**src/rtl/ssf_io_pkg.sv**
```systemverilog
// Shared constants and one-hot strobe helpers for the SSF I/O controller.
// Helper functions take a fixed MAXPORTS-wide vector; callers zero-extend narrower strobes.
package ssf_io_pkg;

    localparam int NUBITS_D = 32;
    localparam int NPORTS_D = 2;
    localparam int MAXPORTS = 32;
    localparam int IDXW     = $clog2(MAXPORTS);

    function automatic logic is_onehot(input logic [MAXPORTS-1:0] v);
        return (v != '0) && ((v & (v - MAXPORTS'(1))) == '0);
    endfunction

    // Index of the lowest set bit; meaningful only when is_onehot() is true.
    function automatic logic [IDXW-1:0] onehot_idx(input logic [MAXPORTS-1:0] v);
        logic [IDXW-1:0] idx;
        idx = '0;
        for (int i = MAXPORTS - 1; i >= 0; i--) begin
            if (v[i]) begin
                idx = IDXW'(i);
            end
        end
        return idx;
    endfunction

endpackage

```
**src/rtl/ssf_io_fifo.sv**
```systemverilog
// Per-port sample FIFO with a combinational head output, so the processor sees data with zero latency.
// A push into an empty FIFO becomes visible only on the following cycle.
module ssf_io_fifo #(
    parameter int NUBITS = 32,
    parameter int FDEPTH = 4
) (
    input  logic              clk,
    input  logic              rst,
    input  logic              push,
    input  logic [NUBITS-1:0] din,
    input  logic              pop,
    output logic [NUBITS-1:0] dout,
    output logic              full,
    output logic              empty
);

    localparam int AW = $clog2(FDEPTH);

    logic [NUBITS-1:0] mem [FDEPTH];
    logic [AW-1:0]     wr_ptr_reg;
    logic [AW-1:0]     rd_ptr_reg;
    logic [AW:0]       count_reg;
    logic              do_push;
    logic              do_pop;

    assign full    = (count_reg == (AW+1)'(FDEPTH));
    assign empty   = (count_reg == '0);
    assign do_push = push && !full;
    assign do_pop  = pop && !empty;
    assign dout    = mem[rd_ptr_reg];

    // Storage is deliberately not reset; only the pointers and the count are.
    always_ff @(posedge clk) begin
        if (do_push) begin
            mem[wr_ptr_reg] <= din;
        end
    end

    // Pointers wrap naturally because FDEPTH is a power of two.
    always_ff @(posedge clk or posedge rst) begin
        if (rst) begin
            wr_ptr_reg <= '0;
            rd_ptr_reg <= '0;
            count_reg  <= '0;
        end else begin
            if (do_push) begin
                wr_ptr_reg <= wr_ptr_reg + AW'(1);
            end
            if (do_pop) begin
                rd_ptr_reg <= rd_ptr_reg + AW'(1);
            end
            if (do_push && !do_pop) begin
                count_reg <= count_reg + (AW+1)'(1);
            end else if (do_pop && !do_push) begin
                count_reg <= count_reg - (AW+1)'(1);
            end
        end
    end

endmodule

```
**src/rtl/ssf_io_ctrl.sv**
```systemverilog
// Port scheduler between external sample streams and the SSF processor I/O bus.
// Protocol faults never stall the processor; they are absorbed and reported through sticky flags.
module ssf_io_ctrl
    import ssf_io_pkg::*;
#(
    parameter int NUBITS = NUBITS_D,
    parameter int NPORTS = NPORTS_D,
    parameter int FDEPTH = 4
) (
    input  logic                     clk,
    input  logic                     rst,
    input  logic [NPORTS*NUBITS-1:0] s_data,
    input  logic [NPORTS-1:0]        s_valid,
    output logic [NPORTS-1:0]        s_ready,
    input  logic [NPORTS-1:0]        proc_req_in,
    output logic [NUBITS-1:0]        proc_din,
    input  logic [NUBITS-1:0]        proc_dout,
    input  logic [NPORTS-1:0]        proc_out_en,
    output logic [NPORTS*NUBITS-1:0] m_data,
    output logic [NPORTS-1:0]        m_valid,
    input  logic [NPORTS-1:0]        m_ready,
    output logic [NPORTS-1:0]        err_underflow,
    output logic [NPORTS-1:0]        err_overflow,
    output logic                     err_proto,
    input  logic                     err_clr
);

    logic [MAXPORTS-1:0] req_ext;
    logic [MAXPORTS-1:0] out_ext;
    logic                req_onehot;
    logic                out_onehot;
    logic [IDXW-1:0]     req_idx;
    logic [IDXW-1:0]     out_idx;
    logic                proto_event;

    logic [NUBITS-1:0]   head [NPORTS];
    logic [NPORTS-1:0]   fifo_empty;
    logic [NPORTS-1:0]   rd_sel;

    always_comb begin
        req_ext = '0;
        out_ext = '0;
        req_ext[NPORTS-1:0] = proc_req_in;
        out_ext[NPORTS-1:0] = proc_out_en;
    end

    assign req_onehot  = is_onehot(req_ext);
    assign out_onehot  = is_onehot(out_ext);
    assign req_idx     = onehot_idx(req_ext);
    assign out_idx     = onehot_idx(out_ext);
    // All-zero strobes are idle; only multi-hot patterns count as a protocol fault.
    assign proto_event = ((proc_req_in != '0) && !req_onehot) ||
                         ((proc_out_en != '0) && !out_onehot);

    always_comb begin
        proc_din = '0;
        for (int k = 0; k < NPORTS; k++) begin
            if (rd_sel[k] && !fifo_empty[k]) begin
                proc_din = head[k];
            end
        end
    end

    for (genvar gi = 0; gi < NPORTS; gi++) begin : g_port
        logic              full;
        logic              capture;
        logic              under_event;
        logic              over_event;
        logic [NUBITS-1:0] m_data_reg;
        logic              m_valid_reg;
        logic              under_reg;
        logic              over_reg;

        assign rd_sel[gi]   = req_onehot && (req_idx == IDXW'(gi));
        assign capture      = out_onehot && (out_idx == IDXW'(gi));
        assign under_event  = rd_sel[gi] && fifo_empty[gi];
        assign over_event   = capture && m_valid_reg && !m_ready[gi];
        assign s_ready[gi]  = !full;

        ssf_io_fifo #(
            .NUBITS (NUBITS),
            .FDEPTH (FDEPTH)
        ) u_fifo (
            .clk   (clk),
            .rst   (rst),
            .push  (s_valid[gi]),
            .din   (s_data[gi*NUBITS +: NUBITS]),
            .pop   (rd_sel[gi]),
            .dout  (head[gi]),
            .full  (full),
            .empty (fifo_empty[gi])
        );

        // A capture wins over consumption, so valid stays high when both happen together.
        always_ff @(posedge clk or posedge rst) begin
            if (rst) begin
                m_data_reg  <= '0;
                m_valid_reg <= 1'b0;
            end else if (capture) begin
                m_data_reg  <= proc_dout;
                m_valid_reg <= 1'b1;
            end else if (m_valid_reg && m_ready[gi]) begin
                m_valid_reg <= 1'b0;
            end
        end

        always_ff @(posedge clk or posedge rst) begin
            if (rst) begin
                under_reg <= 1'b0;
                over_reg  <= 1'b0;
            end else begin
                under_reg <= under_event || (under_reg && !err_clr);
                over_reg  <= over_event || (over_reg && !err_clr);
            end
        end

        assign m_data[gi*NUBITS +: NUBITS] = m_data_reg;
        assign m_valid[gi]                 = m_valid_reg;
        assign err_underflow[gi]           = under_reg;
        assign err_overflow[gi]            = over_reg;
    end

    always_ff @(posedge clk or posedge rst) begin
        if (rst) begin
            err_proto <= 1'b0;
        end else begin
            err_proto <= proto_event || (err_proto && !err_clr);
        end
    end

endmodule

```
**config.mk**
```make
export PLATFORM = sky130hd
export DESIGN_NAME = ssf_io_ctrl
export DESIGN_NICKNAME = d
export VERILOG_FILES = /design/src/rtl/ssf_io_pkg.sv /design/src/rtl/ssf_io_fifo.sv /design/src/rtl/ssf_io_ctrl.sv
export SDC_FILE = /design/constraint.sdc
export NUM_CORES = 1
export LEC_CHECK = 0
export ABC_AREA = 1
export CAP_MARGIN = 0
export CORE_AREA = 10 10 193 195
export DETAILED_ROUTE_END_ITERATION = 12
export DIE_AREA = 0 0 203 205
export GPL_TIMING_DRIVEN = 0
export PLACE_DENSITY = 0.67
export SLEW_MARGIN = 20
export SYNTH_ARGS = -nofsm -noshare
export SYNTH_HDL_FRONTEND = slang
export SYNTH_HIERARCHICAL = 1
export SYNTH_SLANG_ARGS = --single-unit
export TNS_END_PERCENT = 5
```
**constraint.sdc**
```tcl
create_clock -name clk -period 2.7 [get_ports clk]
set_input_delay 0.54 -clock clk [delete_from_list [all_inputs] [get_ports clk]]
set_output_delay 0.54 -clock clk [all_outputs]
set_load 0.005 [all_outputs]
```
After elaboration in Yosys (flattened, before gate mapping)
Memory sizes are Yosys's and may differ from the RTL's.
Cells that the tools add are included.
Storage, ports and cells
  input bits: 107
  logic and storage cells: 113
  RAM bits: 256
  memories: 2
  flip-flop bits (word level): 85
Cells by class
  equality and inequality tests: 4
  add/subtract/negate cells: 10
  bitwise operators: 2
  reduce and logical (&&, ||, !) cells: 62
  muxes and demuxes: 18
Memories
  g_port[0].u_fifo.mem: depth 4, width 32, read ports 1, clocked after Yosys merged registers in 0, wr ports 1, line ssf_io_fifo.sv:19  | logic [NUBITS-1:0] mem [FDEPTH];
  g_port[1].u_fifo.mem: depth 4, width 32, read ports 1, clocked after Yosys merged registers in 0, wr ports 1, line ssf_io_fifo.sv:19
Operator list (count)
  $and A2 B32 Y32: 2
  $logic_not A32 Y1: 2
  $mux W32: 2
  $reduce_bool A32 Y1: 2
  $logic_and A1 B1 Y1: 29
  $logic_not A1 Y1: 13
  $mux W3: 4
  $reduce_bool A2 Y1: 6
  $eq A5 B1 Y1 const B: 2
  $logic_not A5 Y1: 2
  $mux W1: 10
  $mux W5: 2
  $add A2 B1 Y2 const B: 4
  $add A3 B1 Y3 const B: 2
  $eq A3 B3 Y1 const B: 2
  $logic_not A3 Y1: 2
  $logic_or A1 B1 Y1: 6
  $sub A2 B1 Y3 const B: 2
  $sub A3 B1 Y3 const B: 2

Depth between registers and ports, before layout
Gate-level depths: netlist of run 1.
  word-level depth: 9
  mapped depth: 13
  mapped depth without buffers: 12

Cells and area by module
Netlist of run 1, hierarchy kept.
By module, submodules not included
  ssf_io_fifo: sequential area each 4018.9 um^2, cells each 436, area each 5567.8 um^2, instances 2
  ssf_io_ctrl: sequential area each 1776.7 um^2, cells each 401, area each 3697.3 um^2, instances 1

Least setup slack after synthesis of run 1
Ideal clock, no wire load.
  path kind: register to register
  start point: register g_port[0].u_fifo.count_reg[0]
  end point: memory g_port[0].u_fifo.mem[0][0] (enable)
  path buffers: 0
  data arrival time: 2.081 ns
  cell stages (with the launch flop): 5
  clock period less this slack: 2.502 ns
  path slack: 0.198 ns
  library setup time: 0.421 ns
  cells stage by stage: dfrtp_1 inv_1 nand3_1 nand2_1 nor2_1
On the way
  longest elaborated chain between the ends: 5
Ends and longest elaborated chain
  from (decl): line ssf_io_fifo.sv:22  | logic [AW:0] count_reg;
  from (signal assigned): line ssf_io_fifo.sv:53  | count_reg <= count_reg + (AW+1)'(1);
  from (signal assigned): line ssf_io_fifo.sv:55  | count_reg <= count_reg - (AW+1)'(1);
  $eq A3 B3 Y1: line ssf_io_fifo.sv:26  | assign full = (count_reg == (AW+1)'(FDEPTH));
  $logic_not A1 Y1: line ssf_io_fifo.sv:28  | assign do_push = push && !full;
  $logic_and A1 B1 Y1: line ssf_io_fifo.sv:28
  $mux W1: line ssf_io_fifo.sv:34  | if (do_push) begin
  $mux W1 (implied by the code): line ssf_io_fifo.sv:35  | mem[wr_ptr_reg] <= din;
  to (decl): line ssf_io_fifo.sv:19
No other way between the ends.

==> results of run 1 <==
where the power goes:
part / leakage, nW / internal [mW] / switching, mW
Sequential: 3.40 / 6.72 / 0.322
Combinational: 4.20 / 2.61 / 3.95
Clock: 0.554 / 2.74 / 1.94
Total: 8.15 / 12.1 / 6.21
cells by family after synthesis:
family / share of synthesized area, %
DFF: 66.2
adders and majority gates: 1.11
buffers and inverters: 10.0
and+or+nand+nor: 12.4
AOI/OAI and AO/OA: 10.2
xor gates and xnor gates: 0.118
cell usage in the layout (no fill, tap or decap), drive strengths merged:
cell | netlist | routed
buf | 71 | 81
inv | 212 | 211
o211ai | 128 | 128
ha | 10 | 10
bufinv | 0 | 1
dfrtp | 85 | 85
nand4 | 66 | 66
dlymetal6s2s | 0 | 10
nand3 | 15 | 15
clkdlybuf4s50 | 0 | 187
clkinv | 0 | 13
fa | 2 | 2
clkbuf | 11 | 65
clkinvlp | 0 | 4
o21ai | 70 | 70
xnor2 | 2 | 2
dlygate4sd2 | 0 | 6
edfxtp | 256 | 256
nor2 | 8 | 8
nand2 | 337 | 337
clkdlybuf4s15 | 0 | 1
diode | 0 | 4
what timing repair did:
action / in CTS / in global routing
hold buffers: 0 / 0
gates resized for setup: 47 / 34
endpoints found under the setup margin: 32 / 32
pin swaps: 8 / 19
gates cloned: 0 / 1
final cells by class:
class	instances	share of cell area, %
inverters	212	4.23
clock buffers	49	5.30
flip-flops and latches	341	51.4
repair buffers	219	12.3
well taps	448	2.94
multi-input cells	638	18.9
plain buffers	82	4.10
diodes	4	0.0524
clock inverters	17	0.655
routing by layer:
| metal | track usage, % | routed length (microns) | vias up |
|---|---|---|---|
| met5 | 0 | 0 | - |
| met4 | 6.61 | 1100 | 0 |
| met3 | 2.92 | 1930 | 52 |
| met2 | 30.4 | 19400 | 253 |
| met1 | 22.8 | 15700 | 4838 |
| li1 | - | - | 4849 |
final timing paths:
path,startpoint,to,cells past startpoint
worst max-delay path,g_port[0].u_fifo/rd_ptr_reg[1]$_DFFE_PP0P_,proc_din[20],8
worst min-delay path,rst,g_port[1].m_data_reg[27]$_DFFE_PP0P_,2
worst max register to register,g_port[1].u_fifo/count_reg[1]$_DFFE_PP0P_,g_port[1].u_fifo/count_reg[1]$_DFFE_PP0P_,9
worst min register to register,g_port[0].m_data_reg[16]$_DFFE_PP0P_,g_port[0].m_data_reg[16]$_DFFE_PP0P_,2
max in group asynchronous,rst,g_port[0].m_data_reg[5]$_DFFE_PP0P_,3
min in group clk,proc_req_in[1],g_port[1].under_reg$_DFF_PP0_,3
metrics by stage:
stage | setup WS (ns) | area, sq um
after global placement | -1.44 | 17500
after floorplan | 0.198 | 14800
after CTS | -0.230 | 19000
after detailed placement | 0.144 | 17800
after global routing | -0.298 | 19100
final | -0.214 | 19100
==> summary.txt, run 1 <==
Status: finished, violations left
Failing checks: setup timing
Antenna Nets Post-Route: 0
Fill count: 2753
Tot GR Track Use: 17.9%
Largest net degree at the start of global routing: 50
Postcts setup bufs: 0
Vias in the first global route: 9818
TritonCTS clock tree: done
Synth area leaders: edfxtp_1, dfrtp_1, nand2_1
Fin util: 57.4%
Worst-path maximum fanout: 10
Synth unique cells: 24
Die ar.: 0.0416 sq mm
Crit-path cells: buf_4 > clkinvlp_4 > buf_6 > o211ai_1 > nand2_1 > nand4_1 > nand2_1 > clkdlybuf4s50_1
CP Class: reg -> out
Core ar.: 0.0333 sq mm
Via count: 9992
Final Cycle Share: 108%
DRC Markers: 0
Seq cells post-synth: 341
Horiz. Die Dim: 203 microns
Non-filler cells, final: 2010
RSZ-0062 raised after global routing: yes
GPL Wtd Cong: 0.838
Min setup slack post-route: -0.214 ns
Initial core utilization: 44.6%
Power per cell area: 958 mW/mm^2
Maximum clock rate: 0.343 GHz
Total Wirelength: 38200 microns
Final slew viol count: 0
Root Buffer: clkbuf_16
CTS sink cnt: 341
CP Buf/Inv Count: 4
Max-cap violations: 0
I/O pin total: 212
Max FFs per register: 256
FF-to-FF setup slack: 0.41 ns
Area Overhead vs Synth: 28.7%
Synthesized Nets: 1392
Setup tns final: -1.62 ns
Synth Area per Inst: 11.7 sq um
1st-iter DRT viols: 628
Mean number of vias per cell: 4.97
Register area share after synthesis: 66.2%
Multi-input logic area: 0.00362 sq mm
Top cell type's share of synthesized area: 51.8%
Synthesized area: 0.0148 sq mm
Worst skew pair latency: 0.52 ns
Worst-Margin Slew: 0.678 ns
Hold Crit Class: in -> async
Max incr delay on CP: 0.53 ns
Final Power: 18.3 mW
CP delay by family, top: buffers and inverters
Nets@finish: 1649
Asr flop ratio synth: 24.9%
Max stage delay cell, worst path: clkdlybuf4s50_1
Post-synth EDFFs: 256
Setup crit end kind: output pin
Slew headroom: 54.7%
Most frequent cell after synthesis: nand2_1
First-pass GRT wire length: 58000 microns
Initial antenna violation count: 4
Share of layout cells above drive strength 1: 16.0%
Clk_skew: 0.0197 ns
WP data arrival: 2.37 ns
Max VDD drop: 0.469 mV
GR Overflow Total: 0
Drt wl/cell: 19.0 microns
Area occupied by registers: 0.00981 sq mm
CTS max path bufs: 3
Synth warn: 6
Synth area leader: edfxtp_1
Leakage: 8.15 nW
Initial DRT Pass Iterations: 4
CP most frequent cell: nand2_1
Worst Path Required: 2.16 ns
Clock-pin slew on the worst setup and hold paths: 0.06 ns
HPWL after DPL: 27800 microns
Site Rows: 67
Port buffer count: 209
Post-synth top cells: nand2_1, edfxtp_1, inv_1
Syn Inst Count: 1273
Die span in y: 205 microns
Most used flip-flop cell after synthesis: edfxtp_1
Final Hold Vio Count: 0
WHS: 0.403 ns
Cell total after placement: 1939
H-Tree Level Count: 2
Worst setup SP type: flip-flop
# setup viols final: 10
Min cycle time layout: 2.91 ns
CTS buffer count: 36
No activity file was read; power rests on OpenSTA's default activity.
==> run 2, diff against run 1 <==
CORE_AREA = 10 10 192 194   (was 10 10 193 195)
DIE_AREA = 0 0 202 204   (was 0 0 203 205)
PLACE_DENSITY = 0.68   (was 0.67)
SYNTH_HIERARCHICAL = not set   (was 1)
==> run 2 against run 1 <==
The flow still finishes with violations (setup timing). Die area decreased by 0.98%. Clock power increased by 9.4%. Final area increased by 0.61%. Area after synthesis decreased by 0.77%. Worst setup slack improved by 0.17 ns. Synthesized cell count increased by 17%. Via count increased by 4.3%. Core utilization increased by 0.64 points. Global-route usage increased by 0.56 points. Sequential share of layout area decreased by 0.29 points. Critical endpoint is now proc_din[11]. Highest routed layer is now met5.
==> summary.txt, run 2 <==
1st-iter DRT viols: 511
Status: finished, violations left
R2r endpoint: g_port[1].u_fifo.count_reg[1]$_DFFE_PP0P_
Worst-Margin Slew: 0.633 ns
Drt wl/cell: 17.3 microns
Antenna diode instance count: 0
Top cell type's share of synthesized area: 52.2%
Post-synth top cells: nand2_1, inv_1, edfxtp_1
Hold path start: proc_req_in[1]
Most used flip-flop cell after synthesis: edfxtp_1
Critical Path Sink: proc_din[11]
Most frequent cell after synthesis: nand2_1
Leakage: 8.89 nW
Min setup slack post-route: -0.0475 ns
Core ar.: 0.0331 sq mm
I/O pin total: 212
Antenna Nets Post-Route: 0
WP data arrival: 2.21 ns
Max FFs per register: 256
Max VDD drop: 0.602 mV
Placed cell areas: 0.0177 sq mm
CTS max path bufs: 3
Worst setup SP type: flip-flop
Initial antenna violation count: 1
Min cycle time layout: 2.75 ns
Most frequent cells in the layout: nand2_1, inv_1, edfxtp_1, clkdlybuf4s50_1, nand3_1
GR Overflow Total: 0
First-pass GRT wire length: 59800 microns
RSZ-0062 raised after global routing: yes
Initial core utilization: 44.5%
CP Class: reg -> out
Synthesized Nets: 1605
Site Rows: 67
Maximum clock rate: 0.364 GHz
Final Hold Vio Count: 0
Cell total after placement: 2155
Slew headroom: 57.7%
Reg2reg start: g_port[1].u_fifo.count_reg[0]$_DFFE_PP0P_
Synth Area per Inst: 9.91 sq um
DRC Markers: 0
Final Cycle Share: 102%
Area Overhead vs Synth: 30.5%
Synth warn: 0
Max-cap violations: 0
Initial DRT Pass Iterations: 5
FF-to-FF setup slack: 0.52 ns
Fill count: 2748
H-Tree Level Count: 2
Share of layout cells above drive strength 1: 9.90%
Setup tns final: -0.191 ns
Mean number of vias per cell: 4.68
Nets@finish: 1868
Register area share after synthesis: 66.7%
Total Wirelength: 38400 microns
Asr flop ratio synth: 24.9%
Worst skew pair latency: 0.51 ns
Synth area leaders: edfxtp_1, dfrtp_1, nand2_1
TritonCTS clock tree: done
Clock-pin slew on the worst setup and hold paths: 0.06 ns
Setup crit end kind: output pin
Largest net degree at the start of global routing: 34
Hold Crit Class: in -> reg
CTS sink cnt: 341
GPL Wtd Cong: 0.826
Post-synth EDFFs: 256
Final Power: 18.3 mW
Worst reg2reg path depth: 9
Via count: 10424
Synth unique cells: 27
Synthesized area: 0.0147 sq mm
Die ar.: 0.0412 sq mm
Worst Path Required: 2.16 ns
Horiz. Die Dim: 202 microns
CTS buffer count: 36
CP startpoint: g_port[0].u_fifo.rd_ptr_reg[0]$_DFFE_PP0P_
Clk_skew: 0.0211 ns
Commonest non-fill, non-tap cell in the layout: nand2_1
Root Buffer: clkbuf_16
Power per cell area: 955 mW/mm^2
Worst-path maximum fanout: 10
# setup viols final: 8
Synth area leader: edfxtp_1
Layout Cell Area excl Fill: 0.0192 sq mm
Die span in y: 204 microns
Tot GR Track Use: 18.5%
Multi-input logic area: 0.00341 sq mm
Pre-CTS setup slack: -0.521 ns
HPWL after DPL: 27100 microns
Vias in the first global route: 10649
Area occupied by registers: 0.00982 sq mm
Non-filler cells, final: 2225
Failing checks: setup timing
Port buffer count: 211
Final slew viol count: 0
Syn Inst Count: 1486
Seq cells post-synth: 341
run 2: changes by cell type after synthesis, moves of 22 or more:
cell,previous run,this run
buf_6,28,3
nand4_1,66,0
o21ai_0,10,57
o211ai_1,128,1
nand2_1,314,516
inv_1,208,321
nand2_2,23,1
o21ai_2,52,4
nand3_1,15,130
run 2: worst max-delay path, stage by stage (launching register included):
cell and delay, ns:
dfrtp_2 0.45, buf_6 0.16, buf_4 0.18, nand2_1 0.07, nand3_1 0.09, nand2_2 0.10, nand2_1 0.05, nand2_1 0.08
clkdlybuf4s50_1 0.51
run 2: report_power, final:
part / switching (mW) / internal (mW) / total (mW)
clock: 2.00 / 3.12 / 5.12
combinational: 3.72 / 2.44 / 6.15
sequential: 0.339 / 6.73 / 7.07
total: 6.06 / 12.3 / 18.3
run 2: layout make-up:
| type | instances | share of cell area, % |
|---|---|---|
| clock inverter | 16 | 0.880 |
| inverter | 323 | 6.35 |
| buffer | 68 | 2.96 |
| timing repair buffer | 225 | 12.4 |
| tap | 448 | 2.92 |
| multi-input combinational | 754 | 17.7 |
| sequential | 341 | 51.1 |
| clock buffer | 50 | 5.67 |
run 2: per-stage QoR:
step / hold slack (ns) / util [%]
finish: 0.381 / 58.0
global route: 0.384 / 58.0
CTS: 0.469 / 57.7
detailed placement: 0.472 / 53.4
global placement: 0.465 / 52.5
floorplan: 0.453 / -
run 2: per-layer routing:
layer	vias up	track usage, %	part of all wire [%]
met1	4907	21.9	40
met3	57	7.53	10
li1	5123	-	-
met5	-	0	0.026
met2	335	30.9	48
met4	2	4.46	2.0
run 2: worst min path at each step:
stage / end / slack, ns / cells past startpoint
after floorplan: g_port[1].over_reg$_DFF_PP0_ / 0.45 / 2
after global placement: g_port[1].m_data_reg[30]$_DFFE_PP0N_ / 0.47 / 2
after detailed placement: g_port[0].m_data_reg[8]$_DFFE_PP0N_ / 0.47 / 2
after CTS: g_port[0].m_data_reg[7]$_DFFE_PP0N_ / 0.47 / 2
after global routing: err_proto$_DFF_PP0_ / 0.38 / 3
final: err_proto$_DFF_PP0_ / 0.38 / 3
run 2: repair_timing:
item / CTS / global route
hold buffers: 0 / 0
buffers inserted: 4 / 0
pin swaps: 0 / 1
setup endpoints to repair: 32 / 28
gates resized for setup: 74 / 33
cloned: 0 / 0
run 2: logic make-up after synthesis:
kind of cell / Yosys count / share of synthesized area (%)
simple gates: 658 / 18.0
buf+inv: 391 / 10.8
flops: 341 / 66.7
compound gates: 76 / 2.87
fa+ha+maj: 12 / 1.12
xor+xnor: 8 / 0.476
==> run 3, diff against run 2 <==
CORE_AREA = 10 10 259 261   (was 10 10 192 194)
DIE_AREA = 0 0 269 271   (was 0 0 202 204)
GPL_TIMING_DRIVEN = not set   (was 0)
HOLD_SLACK_MARGIN = 0.1   (was not set)
PLACE_DENSITY = not set   (was 0.68)
==> run 3 against run 2 <==
The run still ends with setup timing left. Final area up 1.6%. Clock power decreased by 3%. Final cell count rose by 16%. Worst setup slack worse by 0.011 ns. Non-clock buffer count decreased by 38. Clock skew up 0.0043 ns. Core utilization shrank 26 points. Critical path type is now in -> out. Largest power group unchanged.
==> summary.txt, run 3 (same netlist as run 2, synthesis figures left out) <==
Initial core utilization: 23.9%
Drt wl/cell: 16.3 microns
Max FFs per register: 256
Hold Crit Class: in -> async
First-pass GRT wire length: 62300 microns
Horiz. Die Dim: 269 microns
Initial DRT Pass Iterations: 5
# setup viols final: 6
Core ar.: 0.0616 sq mm
Die span in y: 271 microns
Max VDD drop: 0.533 mV
Antenna Nets Post-Route: 0
Clk_skew: 0.0254 ns
Setup crit end kind: output pin
Final Cycle Share: 102%
Share of layout cells above drive strength 1: 9.10%
Status: finished, violations left
Max incr delay on CP: 0.50 ns
Power per cell area: 951 mW/mm^2
Worst reg2reg path depth: 11
Min setup slack post-route: -0.0589 ns
Max stage delay cell, worst path: clkdlybuf4s50_1
Largest net degree at the start of global routing: 72
Fill count: 6246
Final slew viol count: 0
Worst-Margin Slew: 0.401 ns
Port buffer count: 211
Site Rows: 91
Nets@finish: 1832
Leakage: 8.82 nW
Tot GR Track Use: 11.2%
Maximum clock rate: 0.362 GHz
Min cycle time layout: 2.76 ns
Die ar.: 0.0729 sq mm
Vias in the first global route: 10027
Fin util: 31.7%
Worst skew pair latency: 0.52 ns
Max-cap violations: 0
Total Wirelength: 42000 microns
CTS buffer count: 38
H-Tree Level Count: 2
WP data arrival: 2.22 ns
I/O pin total: 212
RSZ-0062 raised after global routing: yes
Hold buffers post-CTS: 0
Mean number of vias per cell: 4.00
HPWL after DPL: 28800 microns
Final Hold Vio Count: 0
CP Class: in -> out
CTS sink cnt: 341
Cell total after placement: 2504
Crit-path cells: clkdlybuf4s50_1 > nand2_2 > a21oi_4 > buf_12 > buf_12 > nand2_1 > nand2_1 > clkdlybuf4s50_1
Initial antenna violation count: 7
Failing checks: setup timing
FF-to-FF setup slack: 0.52 ns
DRC Markers: 0
CTS max path bufs: 3
1st-iter DRT viols: 747
Most frequent cells in the layout: nand2_1, inv_1, edfxtp_1, clkdlybuf4s50_1, nand3_1
Worst-path maximum fanout: 19
TritonCTS clock tree: done
Area Overhead vs Synth: 32.6%
Worst setup SP type: primary input
Commonest non-fill, non-tap cell in the layout: nand2_1
GPL Wtd Cong: 0.877
Clock-pin slew on the worst setup and hold paths: 0.06 ns
Non-filler cells, final: 2576
GR Overflow Total: 0
Via count: 10309
Worst Path Required: 2.16 ns
Root Buffer: clkbuf_16
Slew headroom: 73.2%
[run 3: cell count changes in the layout (fill, tap and decap cells not counted), moves of 7 or more]
cell,before,now
clkdlybuf4s50_1,191,184
buf_6,25,2
clkbuf_1,10,1
nand2_1,501,484
buf_2,10,0
clkbuf_2,9,0
nand2_2,16,32
buf_12,9,21
[run 3: layout make-up]
type                    instances  area (sq um)  area share [%]
well taps                     837          1050            5.37
clock buffers                  43          1020            5.23
inverters                     323          1230            6.30
flip-flops and latches        341          9820            50.3
clock inverters                21           161           0.827
repair buffers                255          2780            14.3
multi-input cells             754          3450            17.7
diodes                          2          5.00          0.0256
[run 3: worst max-delay path: cells and delay by family]
family | cells | cell delay, ns
AOI/OAI and AO/OA | 1 | 0.14
buffers and inverters | 4 | 1.31
and+or+nand+nor | 3 | 0.21
[run 3: final timing paths]
| path | startpoint | to |
|---|---|---|
| max | proc_req_in[0] | proc_din[20] |
| min | rst | g_port[1].m_data_reg[13]$_DFFE_PP0N_ |
| max reg2reg | g_port[0].u_fifo.count_reg[0]$_DFFE_PP0P_ | g_port[0].u_fifo.count_reg[2]$_DFFE_PP0P_ |
| min reg2reg | g_port[0].m_data_reg[8]$_DFFE_PP0N_ | g_port[0].m_data_reg[8]$_DFFE_PP0N_ |
| max in group asynchronous | rst | g_port[0].u_fifo.rd_ptr_reg[0]$_DFFE_PP0P_ |
| min in group clk | g_port[0].m_data_reg[8]$_DFFE_PP0N_ | g_port[0].m_data_reg[8]$_DFFE_PP0N_ |
[run 3: repair_timing]
| action | in CTS | in global routing |
|---|---|---|
| endpoints found under the setup margin | 32 | 14 |
| pin swaps | 5 | 4 |
| gates resized for setup | 58 | 24 |
| buffers inserted | 2 | 1 |
| gates cloned | 1 | 2 |
[run 3: through the flow]
| step | power, mW | cell area, sq um | setup WS (ns) | TNS (ns) | hold slack, ns |
|---|---|---|---|---|---|
| 2_1_floorplan | 10.5 | 14700 | 0.188 | 0 | 0.453 |
| 3_3_place_gp | 13.4 | 18100 | -0.184 | -5.04 | 0.465 |
| 3_5_place_dp | 13.5 | 18100 | -0.216 | -5.64 | 0.477 |
| 4_1_cts | 18.7 | 19400 | -0.126 | -0.898 | 0.333 |
| 5_1_grt | 19.8 | 19500 | -0.142 | -0.721 | 0.354 |
| 6_report | 18.6 | 19500 | -0.0589 | -0.171 | 0.350 |
[run 3: power breakdown]
group,internal (mW),total [mW],switching (mW),leakage [nW]
registers,6.73,7.09,0.359,3.39
logic,2.43,6.52,4.09,4.84
clock network,2.90,4.95,2.05,0.590
[run 3: layer usage]
metal | track usage [%] | share of wire, %
met5 | 0 | 0.18
met4 | 2.22 | 1.4
met1 | 14.3 | 44
met2 | 17.5 | 45
met3 | 4.57 | 10
==> variant (config.mk and constraints of run 3) <==
`NPORTS_D`: 2 -> 4.
--- a/src/rtl/ssf_io_pkg.sv
+++ b/src/rtl/ssf_io_pkg.sv
@@ -5,3 +5,3 @@
     localparam int NUBITS_D = 32;
-    localparam int NPORTS_D = 2;
+    localparam int NPORTS_D = 4;
     localparam int MAXPORTS = 32;
Ports: changed (10 resized); port bits go from 212 to 356. No check against the original RTL was run, so the function may have changed too.
==> variant against run 3 <==
- the run still ends with negative setup slack left
- sequential cell count increased by 340
- first-iteration DRC count increased by 100%
- setup slack better by 15 ps
- worst hold slack better by 34 ps
- area after synthesis is 98% higher
- wire length is 100% higher
- synthesized cell count increased by 94%
- maximum frequency up 0.55%
- via count increased by 100%
- sequential share of layout area grew 1.9 points
- non-clock buffer count up 214
- core utilization is 29 points higher
- power is 110% higher
- cell area is 93% higher
==> variant: results (changes against run 3) <==
\begin{tabular}{lr}
\hline
Metric & Value \\
\hline
\multicolumn{2}{l}{\textbf{Clocking}} \\
Number of clock sinks & 681 (+100\%) \\
CTS HTree Levels & 3 (+1) \\
Later-pin clock latency in the skew report & 610 ps (+90 ps) \\
\multicolumn{2}{l}{\textbf{Final layout}} \\
Clock buf/inv share & 0.06545 (+0.004870) \\
Inverter count & 547 (+69\%) \\
Area taken by flip-flops and latches & 19,610 µm² (+100\%) \\
Count of clock-net buffers in the final layout & 103 (+140\%) \\
\# fillers & 4,902 (-22\%) \\
Non-filler cells in the finished layout & 4,197 (+63\%) \\
Diode count & 7 (+5) \\
Buffering overhead & 0.1361 (-0.006445) \\
Multi-input gate count & 1,523 (+100\%) \\
Number of flip-flops in the largest register & 512 (+100\%) \\
Nonclk buf count & 469 (+84\%) \\
\multicolumn{2}{l}{\textbf{Outcome}} \\
Result of the run & finished, violations left \\
Violated checks & negative setup slack \\
\multicolumn{2}{l}{\textbf{Drt}} \\
Number of design-rule violations left by the first detailed-router iteration & 1,515 (+100\%) \\
Pre-antenna DRT Iters & 6 (+1) \\
Routed wl met2 & 40,060 µm (+110\%) \\
Detailed-route wire length on metal 1 & 33,670 µm (+84\%) \\
Final wirelength & 84,250 µm (+100\%) \\
\multicolumn{2}{l}{\textbf{STA}} \\
Slew @ Worst Pin & 633.0 ps (+231.6 ps) \\
Setup Total Neg Slack & -106.4 ps (+64.09 ps) \\
Worst setup margin & -43.66 ps (+15.22 ps) \\
Setup-violating endpoint count in the final report & 5 (-1) \\
\multicolumn{2}{l}{\textbf{Power and ir drop}} \\
Power per cell area & 1015 nW/µm² (+6.7\%) \\
Leakage power figure & 16.65 nW (+89\%) \\
\multicolumn{2}{l}{\textbf{Place}} \\
Port bufs & 355 (+68\%) \\
Cell total after placement & 4,028 (+61\%) \\
\multicolumn{2}{l}{\textbf{Synth}} \\
Adder-Cell Fraction of Synth Area & 0.01135 (+0.0001337) \\
Fraction of synthesized cell area in xor and xnor cells & 0.006537 (+0.001777) \\
Proportion of netlist area held by the largest area contributor & 0.5285 (+0.006222) \\
Sequential cell area fraction in the yosys report & 0.6739 (+0.007083) \\
Count of flip-flops with a built-in enable after synthesis & 512 (+100\%) \\
\multicolumn{2}{l}{\textbf{Setup path}} \\
Beginning of the worst register-to-register path & g\_port[2].u\_fifo.count\_reg[0] \\
\multicolumn{2}{l}{\textbf{GRT}} \\
Pin count of the biggest net entering global routing & 48 (-33\%) \\
Met3 Use GR & 0.05797 (+0.01225) \\
\hline
\end{tabular}
## variant: kinds of logic after synthesis
group | Yosys count
compound gates | 157
xor+xnor | 20
fa+ha+maj | 24
buf+inv | 679
flops | 681
simple gates | 1322
## variant: worst paths after layout
check                                                 to  slack (ps)  cells after the start
max                                          proc_din[1]         -40                      9
min                             g_port[3].m_data_reg[22]         380                      2
max reg2reg                g_port[2].u_fifo.count_reg[2]         300                     11
min reg2reg                          g_port[1].under_reg         480                      2
max in group asynchronous  g_port[2].u_fifo.count_reg[1]        1640                      3
min in group clk                     g_port[1].under_reg         480                      2
## variant: where the power goes
part           internal, mW  switching, mW  total [mW]  leakage (nW)
clock network          6.16           4.05        10.2          1.22
logic                  4.92           8.60        13.5          8.64
registers              13.6          0.842        14.4          6.80
total                  24.6           13.5        38.1          16.7
## variant: what timing repair did
action,in CTS,in global routing
resized for setup,231,53
cloned,8,2
setup buffers,14,6
endpoints found under the setup margin,32,31
pin swaps,55,28
